[src/rtl/reg_window_spill_fill.sv]
// Register-window overflow/underflow engine: spills the oldest 4-register group to a
// memory stack on save overflow, fills it back on restore underflow.
module reg_window_spill_fill #(
  parameter logic [15:0] STACK_BASE  = 16'hFF00,
  parameter int unsigned STACK_DEPTH = 16
) (
  input  logic        clock,
  input  logic        reset_L,
  input  logic        win_valid,
  input  logic [1:0]  win_op,
  output logic        win_ready,
  output logic        win_err,
  output logic [4:0]  win_index,
  output logic [4:0]  rf_sel,
  input  logic [15:0] rf_rd_data,
  output logic [15:0] rf_wr_data,
  output logic        rf_load_L,
  output logic        mem_req,
  output logic        mem_we,
  output logic [15:0] mem_addr,
  output logic [15:0] mem_wdata,
  input  logic [15:0] mem_rdata,
  input  logic        mem_ack
);

  localparam int unsigned   CW      = $clog2(STACK_DEPTH) + 1;
  localparam logic [CW-1:0] DEPTH_C = CW'(STACK_DEPTH);
  localparam logic [1:0]    OP_SAVE = 2'b10;
  localparam logic [1:0]    OP_REST = 2'b01;

  typedef enum logic [1:0] {IDLE, SPILL, FILL_RD, FILL_WR} state_t;

  state_t        state, state_nx;
  logic [4:0]    idx_q, idx_nx;
  logic [2:0]    res_q, res_nx;
  logic [CW-1:0] cnt_q, cnt_nx;
  logic [1:0]    k_q, k_nx;
  logic [15:0]   latch_q, latch_nx;
  logic          err_q, err_nx;

  logic [2:0]    spill_grp, fill_grp;
  logic [CW-1:0] slot;
  logic [15:0]   slot_addr;

  // Groups are derived from the live index: it only moves when a spill/fill completes.
  assign spill_grp = idx_q[4:2] + 3'd2;
  assign fill_grp  = idx_q[4:2] - 3'd1;
  assign slot      = (state == FILL_RD) ? cnt_q - 1'b1 : cnt_q;
  assign slot_addr = STACK_BASE + 16'({slot, 2'b00}) + 16'(k_q);

  assign win_ready = (state == IDLE);
  assign win_err   = err_q;
  assign win_index = idx_q;

  always_ff @(posedge clock or negedge reset_L) begin
    if (!reset_L) begin
      state   <= IDLE;
      idx_q   <= '0;
      res_q   <= '0;
      cnt_q   <= '0;
      k_q     <= '0;
      latch_q <= '0;
      err_q   <= 1'b0;
    end else begin
      state   <= state_nx;
      idx_q   <= idx_nx;
      res_q   <= res_nx;
      cnt_q   <= cnt_nx;
      k_q     <= k_nx;
      latch_q <= latch_nx;
      err_q   <= err_nx;
    end
  end

  always_comb begin
    state_nx   = state;
    idx_nx     = idx_q;
    res_nx     = res_q;
    cnt_nx     = cnt_q;
    k_nx       = k_q;
    latch_nx   = latch_q;
    err_nx     = 1'b0;
    rf_sel     = '0;
    rf_wr_data = '0;
    rf_load_L  = 1'b1;
    mem_req    = 1'b0;
    mem_we     = 1'b0;
    mem_addr   = '0;
    mem_wdata  = '0;

    unique case (state)
      IDLE: begin
        if (win_valid && win_op == OP_SAVE) begin
          if (res_q != 3'd6) begin
            idx_nx = idx_q + 5'd4;
            res_nx = res_q + 3'd1;
          end else if (cnt_q != DEPTH_C) begin
            state_nx = SPILL;
            k_nx     = '0;
          end else begin
            err_nx = 1'b1;
          end
        end else if (win_valid && win_op == OP_REST) begin
          if (res_q != 3'd0) begin
            idx_nx = idx_q - 5'd4;
            res_nx = res_q - 3'd1;
          end else if (cnt_q != '0) begin
            state_nx = FILL_RD;
            k_nx     = '0;
          end else begin
            err_nx = 1'b1;
          end
        end
      end

      SPILL: begin
        rf_sel    = {spill_grp, k_q};
        mem_req   = 1'b1;
        mem_we    = 1'b1;
        mem_addr  = slot_addr;
        mem_wdata = rf_rd_data;
        if (mem_ack) begin
          k_nx = k_q + 2'd1;
          if (k_q == 2'd3) begin
            cnt_nx   = cnt_q + 1'b1;
            idx_nx   = idx_q + 5'd4;
            state_nx = IDLE;
          end
        end
      end

      FILL_RD: begin
        mem_req  = 1'b1;
        mem_addr = slot_addr;
        if (mem_ack) begin
          latch_nx = mem_rdata;
          state_nx = FILL_WR;
        end
      end

      FILL_WR: begin
        rf_sel     = {fill_grp, k_q};
        rf_wr_data = latch_q;
        rf_load_L  = 1'b0;
        k_nx       = k_q + 2'd1;
        if (k_q == 2'd3) begin
          cnt_nx   = cnt_q - 1'b1;
          idx_nx   = idx_q - 5'd4;
          state_nx = IDLE;
        end else begin
          state_nx = FILL_RD;
        end
      end

      default: state_nx = IDLE;
    endcase
  end

endmodule

[config.mk]
export PLATFORM = sky130hd
export DESIGN_NAME = reg_window_spill_fill
export DESIGN_NICKNAME = d
export VERILOG_FILES = /design/src/rtl/reg_window_spill_fill.sv
export SDC_FILE = /design/constraint.sdc
export NUM_CORES = 1
export LEC_CHECK = 0
export CORE_ASPECT_RATIO = 0.75
export CORE_UTILIZATION = 30
export CTS_BUF_LIST = sky130_fd_sc_hd__clkbuf_2 sky130_fd_sc_hd__clkbuf_4 sky130_fd_sc_hd__clkbuf_8
export DETAILED_ROUTE_END_ITERATION = 8
export DONT_BUFFER_PORTS = 1
export PLACE_DENSITY = 0.5
export SLEW_MARGIN = 10
export SYNTH_ARGS = -nofsm -noshare
export SYNTH_HDL_FRONTEND = slang
export SYNTH_SLANG_ARGS = --single-unit
[constraint.sdc]
create_clock -name clock -period 4.5 [get_ports clock]
set_clock_uncertainty 0.15 [all_clocks]
set_input_delay 1.125 -clock clock [delete_from_list [all_inputs] [get_ports clock]]
set_output_delay 1.125 -clock clock [all_outputs]
set_load 0.005 [all_outputs]
Yosys cells after proc, flatten, opt, wreduce, memory -nomap -nowiden
Index checks and enable logic that the tools add are counted.

Add/subtract/negate cells: 11. Equality and inequality tests: 20. Multiplexer cells: 50. Reduce and logical (&&, ||, !) cells: 16.

Operator list (count): two-way mux 5 bit (11); two-way mux 16 bit (3); two-way mux 2 bit (17); case mux 5 bit (2 select lines) (2); case mux 5 bit (3 select lines) (1); AND reduction 7 bit (2); two-way mux 3 bit (4); adder 10 x 3 -> 11 bit (1); adder 9 x 8 -> 10 bit, first input constant (1); two-way mux 1 bit (10); != test 3 x 1 -> 1 bit, second input constant (3); != test 3 bit, second input constant (3); == test 2 bit, second input constant (4); != test 2 bit, second input constant (4); case mux 2 bit (4 select lines) (1); AND reduction 4 bit (2); AND reduction 8 bit (1); != test 3 x 2 -> 1 bit, second input constant (2); case mux 2 bit (3 select lines) (1); nonzero test 2 bit (3); nonzero test 3 bit (2); subtractor 3 x 1 -> 3 bit, second input constant (2); adder 5 x 1 -> 5 bit, second input constant (1); adder 5 x 3 -> 5 bit, second input constant (1); other kinds (13) (15).

Flip-flop bits (word level): 34. Input bits: 38. Output and inout port bits: 63. Logic and storage cells: 104.

Longest topological paths before layout
Depth after elaboration: 6. Depth in mapped cells: 8. Gate-level depth less buffers: 7.

Least setup slack after synthesis
OpenSTA, ideal clock, no wires.

Path kind: register -> output. Start: register state[1]. End: output port mem_wdata[10]. Data arrival time: 1.351 ns. Setup slack: 1.874 ns. Cell stages (with the launch flop): 6. Path buffers: 2. Cells stage by stage: dfrtp_1 > inv_1 > ha_1 > clkbuf_1 > clkbuf_1 > and2_1.

Longest elaborated chain between the ends: 2.

RTL lines: start: declaration (line 33) `state_t state, state_nx;`; start signal: assignment (line 65) `state <= state_nx;`; == test 2 x 1 -> 1 bit (line 91) `unique case (state)`; two-way mux 16 bit (line 91); end: declaration (line 21) `output logic [15:0] mem_wdata,`.

Every way passes these cells.

Final worst setup path
Start: register state[1]. End: output port rf_sel[3].

Longest elaborated chain between the ends: 2.

RTL lines: == test 2 bit / == test 2 x 1 -> 1 bit (equally long branches) (line 91); case mux 5 bit (2 select lines) * (line 91); end: declaration (line 14) `output logic [4:0] rf_sel,`.

Every way passes the cells marked *; elsewhere a longest branch is shown, timed or not.

==> impl_metrics.env <==
export IMPL_fin_cells=309
export IMPL_n_fill_cell=721
export IMPL_drt_wl_total_um=4520
export IMPL_intPower_w=0.000904
export IMPL_peakVddDrop_mv=0.165
export IMPL_firstDrtPassIters=4
export IMPL_tns_ns=0
export IMPL_finalMaxSlewViolations=0
export IMPL_die_w_um=101
export IMPL_antenna_cells=0
export IMPL_dp_hpwl_um=3280
export IMPL_clk_pin_slew_worst_paths_ns=0.07
export IMPL_period_share_pct=71.2
export IMPL_die_h_um=76.1
export IMPL_swShare_pct=41.2
export IMPL_power_w=0.00154
export IMPL_cts_setup_buffers=0
export IMPL_ys_ff_latch=32
export IMPL_synth_seq_area_share_pct=36.5
export IMPL_slew_headroom_pct=39.3
export IMPL_holdPathStages=1
export IMPL_outcome="complete, no violations"
export IMPL_worst_setup_path_end_kind="primary output"
export IMPL_pwr_share_comb_pct=49.5
export IMPL_route_detailed_drc=0
export IMPL_portBuffers=0
export IMPL_clock_latency_ns=0.28
export IMPL_ant_nets=0
export IMPL_avgSynthCellArea_um2=9.88
export IMPL_cts_buffers=5
export IMPL_ctsResizeCount=0
export IMPL_yosys_top_cells_area="dfrtp_1, and2_1, mux2_2, ha_1, buf_4"
export IMPL_finalHoldViolCount=0
export IMPL_dp_slack_ns=1.54
export IMPL_drtIter0Drc=26
export IMPL_r2r_start="state[1]"
export IMPL_grt_overflow=0
export IMPL_hp_class="reg2reg"
export IMPL_place_inst=302
export IMPL_r2r_end="win_index[3]"
export IMPL_drive_gt1_share_pct=14.7
export IMPL_start_kind="flip-flop"
export IMPL_start_util_pct=31.7
export IMPL_syn_inst=222
export IMPL_powerDensity_mw_per_mm2=672
export IMPL_async_flop_share_pct=100
export IMPL_cts_path_max_buffers=2
export IMPL_tightest_slew_ns=0.910
export IMPL_dominantRegCellSynth="dfrtp_1"
export IMPL_grt_max_degree=33
export IMPL_cts_tree="yes"
export IMPL_antenna_found_initial=0
export IMPL_holdPathEnd="latch_q[0]"
export IMPL_crit_required_ns=3.22
export IMPL_rows=26
export IMPL_synth_area_mm2=0.00219
export IMPL_fin_ws_ns=1.29
export IMPL_grt_pass1_vias=1505
export IMPL_grt_pass1_wl_um=7380
export IMPL_cts_hold_buf=0
export IMPL_detail_route_wl_per_cell_um=14.6
export IMPL_period_needed_ns=3.21
export IMPL_num_io_pins=101
export IMPL_p_switching_w=0.000634
export IMPL_p_clk_share_pct=15.8
export IMPL_num_nets_final=261
export IMPL_cts_sinks=32
export IMPL_place_gp_congestion=0.722
export IMPL_cts_root_buf="clkbuf_8"
export IMPL_dieArea_mm2=0.00766
export IMPL_rsz0062_at_grt="no"
export IMPL_p_leak_nw=1.01
export IMPL_area_growth_pct=4.34
export IMPL_worstHoldStart="latch_q[0]"
export IMPL_vias=1438
export IMPL_ys_warn_count=0
export IMPL_regToRegSetupSlack_ns=1.89
export IMPL_ys_types=38
export IMPL_p_seq_share_pct=34.7
export IMPL_htree_num_levels=2
export IMPL_path_max_fanout=26
export IMPL_core_mm2=0.00693
export IMPL_synth_top_area_share_pct=36.5
export IMPL_max_freq_mhz=312
export IMPL_viasPerCell=4.65
export IMPL_setup_violations_final=0
export IMPL_synth_top_area_cell="dfrtp_1"
export IMPL_grtUsageTotal_pct=12.5
export IMPL_ff2ff_path_depth=6
export IMPL_cap_violations=0
export IMPL_synth_edf_count=0
export IMPL_worstPathArrival_ns=1.93
export IMPL_critPathKind="reg2out"
[cells in the mapped netlist, types with 2 or more instances]
cell      count
and3b_1       3
a32oi_1       2
mux2_2       16
and2_1       40
o21ai_1       2
ha_1         12
a21oi_1       4
inv_1         8
buf_4        12
dfrtp_1      32
xnor2_1       8
mux2_1        6
nand3_1       4
buf_2         3
nor3_1        4
mux2i_1       3
nor2_1       12
nand2_1      11
xor2_1        8
o21ai_0       7
o221ai_2      2
clkbuf_1      4
nor2b_1       4
[power groups by stage]
stage | sequential [W] | combinational [W] | clock, W
2_1_floorplan | 0.000506 | 0.000747 | 0
3_3_place_gp | 0.000536 | 0.000776 | 0
3_5_place_dp | 0.000539 | 0.000781 | 0
4_1_cts | 0.000534 | 0.000783 | 0.000254
5_1_grt | 0.000560 | 0.000873 | 0.000269
6_report | 0.000534 | 0.000762 | 0.000243
[stage by stage]
step | util [%] | instance area (um2) | hold slack [ns]
6_report | 33.0 | 2290 | 0.348
5_1_grt | 33.0 | 2290 | 0.359
4_1_cts | 33.0 | 2290 | 0.351
3_5_place_dp | 31.6 | 2190 | 0.336
3_3_place_gp | 31.6 | 2190 | 0.330
2_1_floorplan | - | 2200 | 0.321
[placed cells by master, fill, tap and decap left out, types with 4 or more instances in the layout]
master | synthesis | final
and2_1 | 40 | 40
o21ai_0 | 7 | 7
dfrtp_1 | 32 | 32
nor3_1 | 4 | 4
ha_1 | 12 | 12
mux2_1 | 6 | 6
xnor2_1 | 8 | 8
nor2b_1 | 4 | 4
nand3_1 | 4 | 4
inv_1 | 8 | 8
mux2_2 | 16 | 16
xor2_1 | 8 | 8
nor2_1 | 12 | 12
clkbuf_8 | 0 | 7
nand2_1 | 11 | 11
a21oi_1 | 4 | 4
[worst max-delay path: stages (launching register included)]
cell	delay, ns
dfrtp_1	0.40
ha_1	0.78
inv_2	0.19
o22ai_1	0.27
[per-layer routing]
layer / global-route usage (%) / up-vias / part of all wire (%)
met5: 0 / - / 0
met3: 4.95 / 8 / 8.2
met1: 17.2 / 687 / 49
met2: 17.9 / 41 / 42
li1: - / 702 / -
met4: 3.91 / 0 / 1.1
[flip-flops by register name, summed over array words and instances, names as in the netlist]
name	flops
cnt_q	5
k_q	2
latch_q	16
res_q	3
state	2
win_err	1
win_index	3
[how the worst max path moves through the flow]
stage	start	endpoint
after floorplan	state[1]	mem_wdata[10]
after global placement	state[1]	rf_sel[2]
after detailed placement	state[1]	rf_sel[3]
after CTS	state[1]	rf_sel[3]
after global routing	state[1]	rf_sel[2]
final	state[1]	rf_sel[3]
[area by class of cell]
cell class | instances | area [um2] | share of cell area [%]
clock buffers | 7 | 96.3 | 4.21
inverters | 9 | 33.8 | 1.48
well taps | 98 | 123 | 5.36
flip-flops and latches | 32 | 801 | 35.0
multi-input cells | 163 | 1230 | 54.0
[cell families (layout without fill, tap and decap cells)]
kind of cell | after synthesis | in the layout | synth area share [%]
xor+xnor | 16 | 16 | 6.39
flops | 32 | 32 | 36.5
simple gates | 82 | 82 | 21.2
mux | 26 | 26 | 13.3
fa+ha+maj | 12 | 12 | 6.85
other cells | 1 | 3 | 0.171
buf+inv | 29 | 16 | 7.53
compound gates | 24 | 24 | 8.04
No activity file was read; power rests on OpenSTA's default activity.
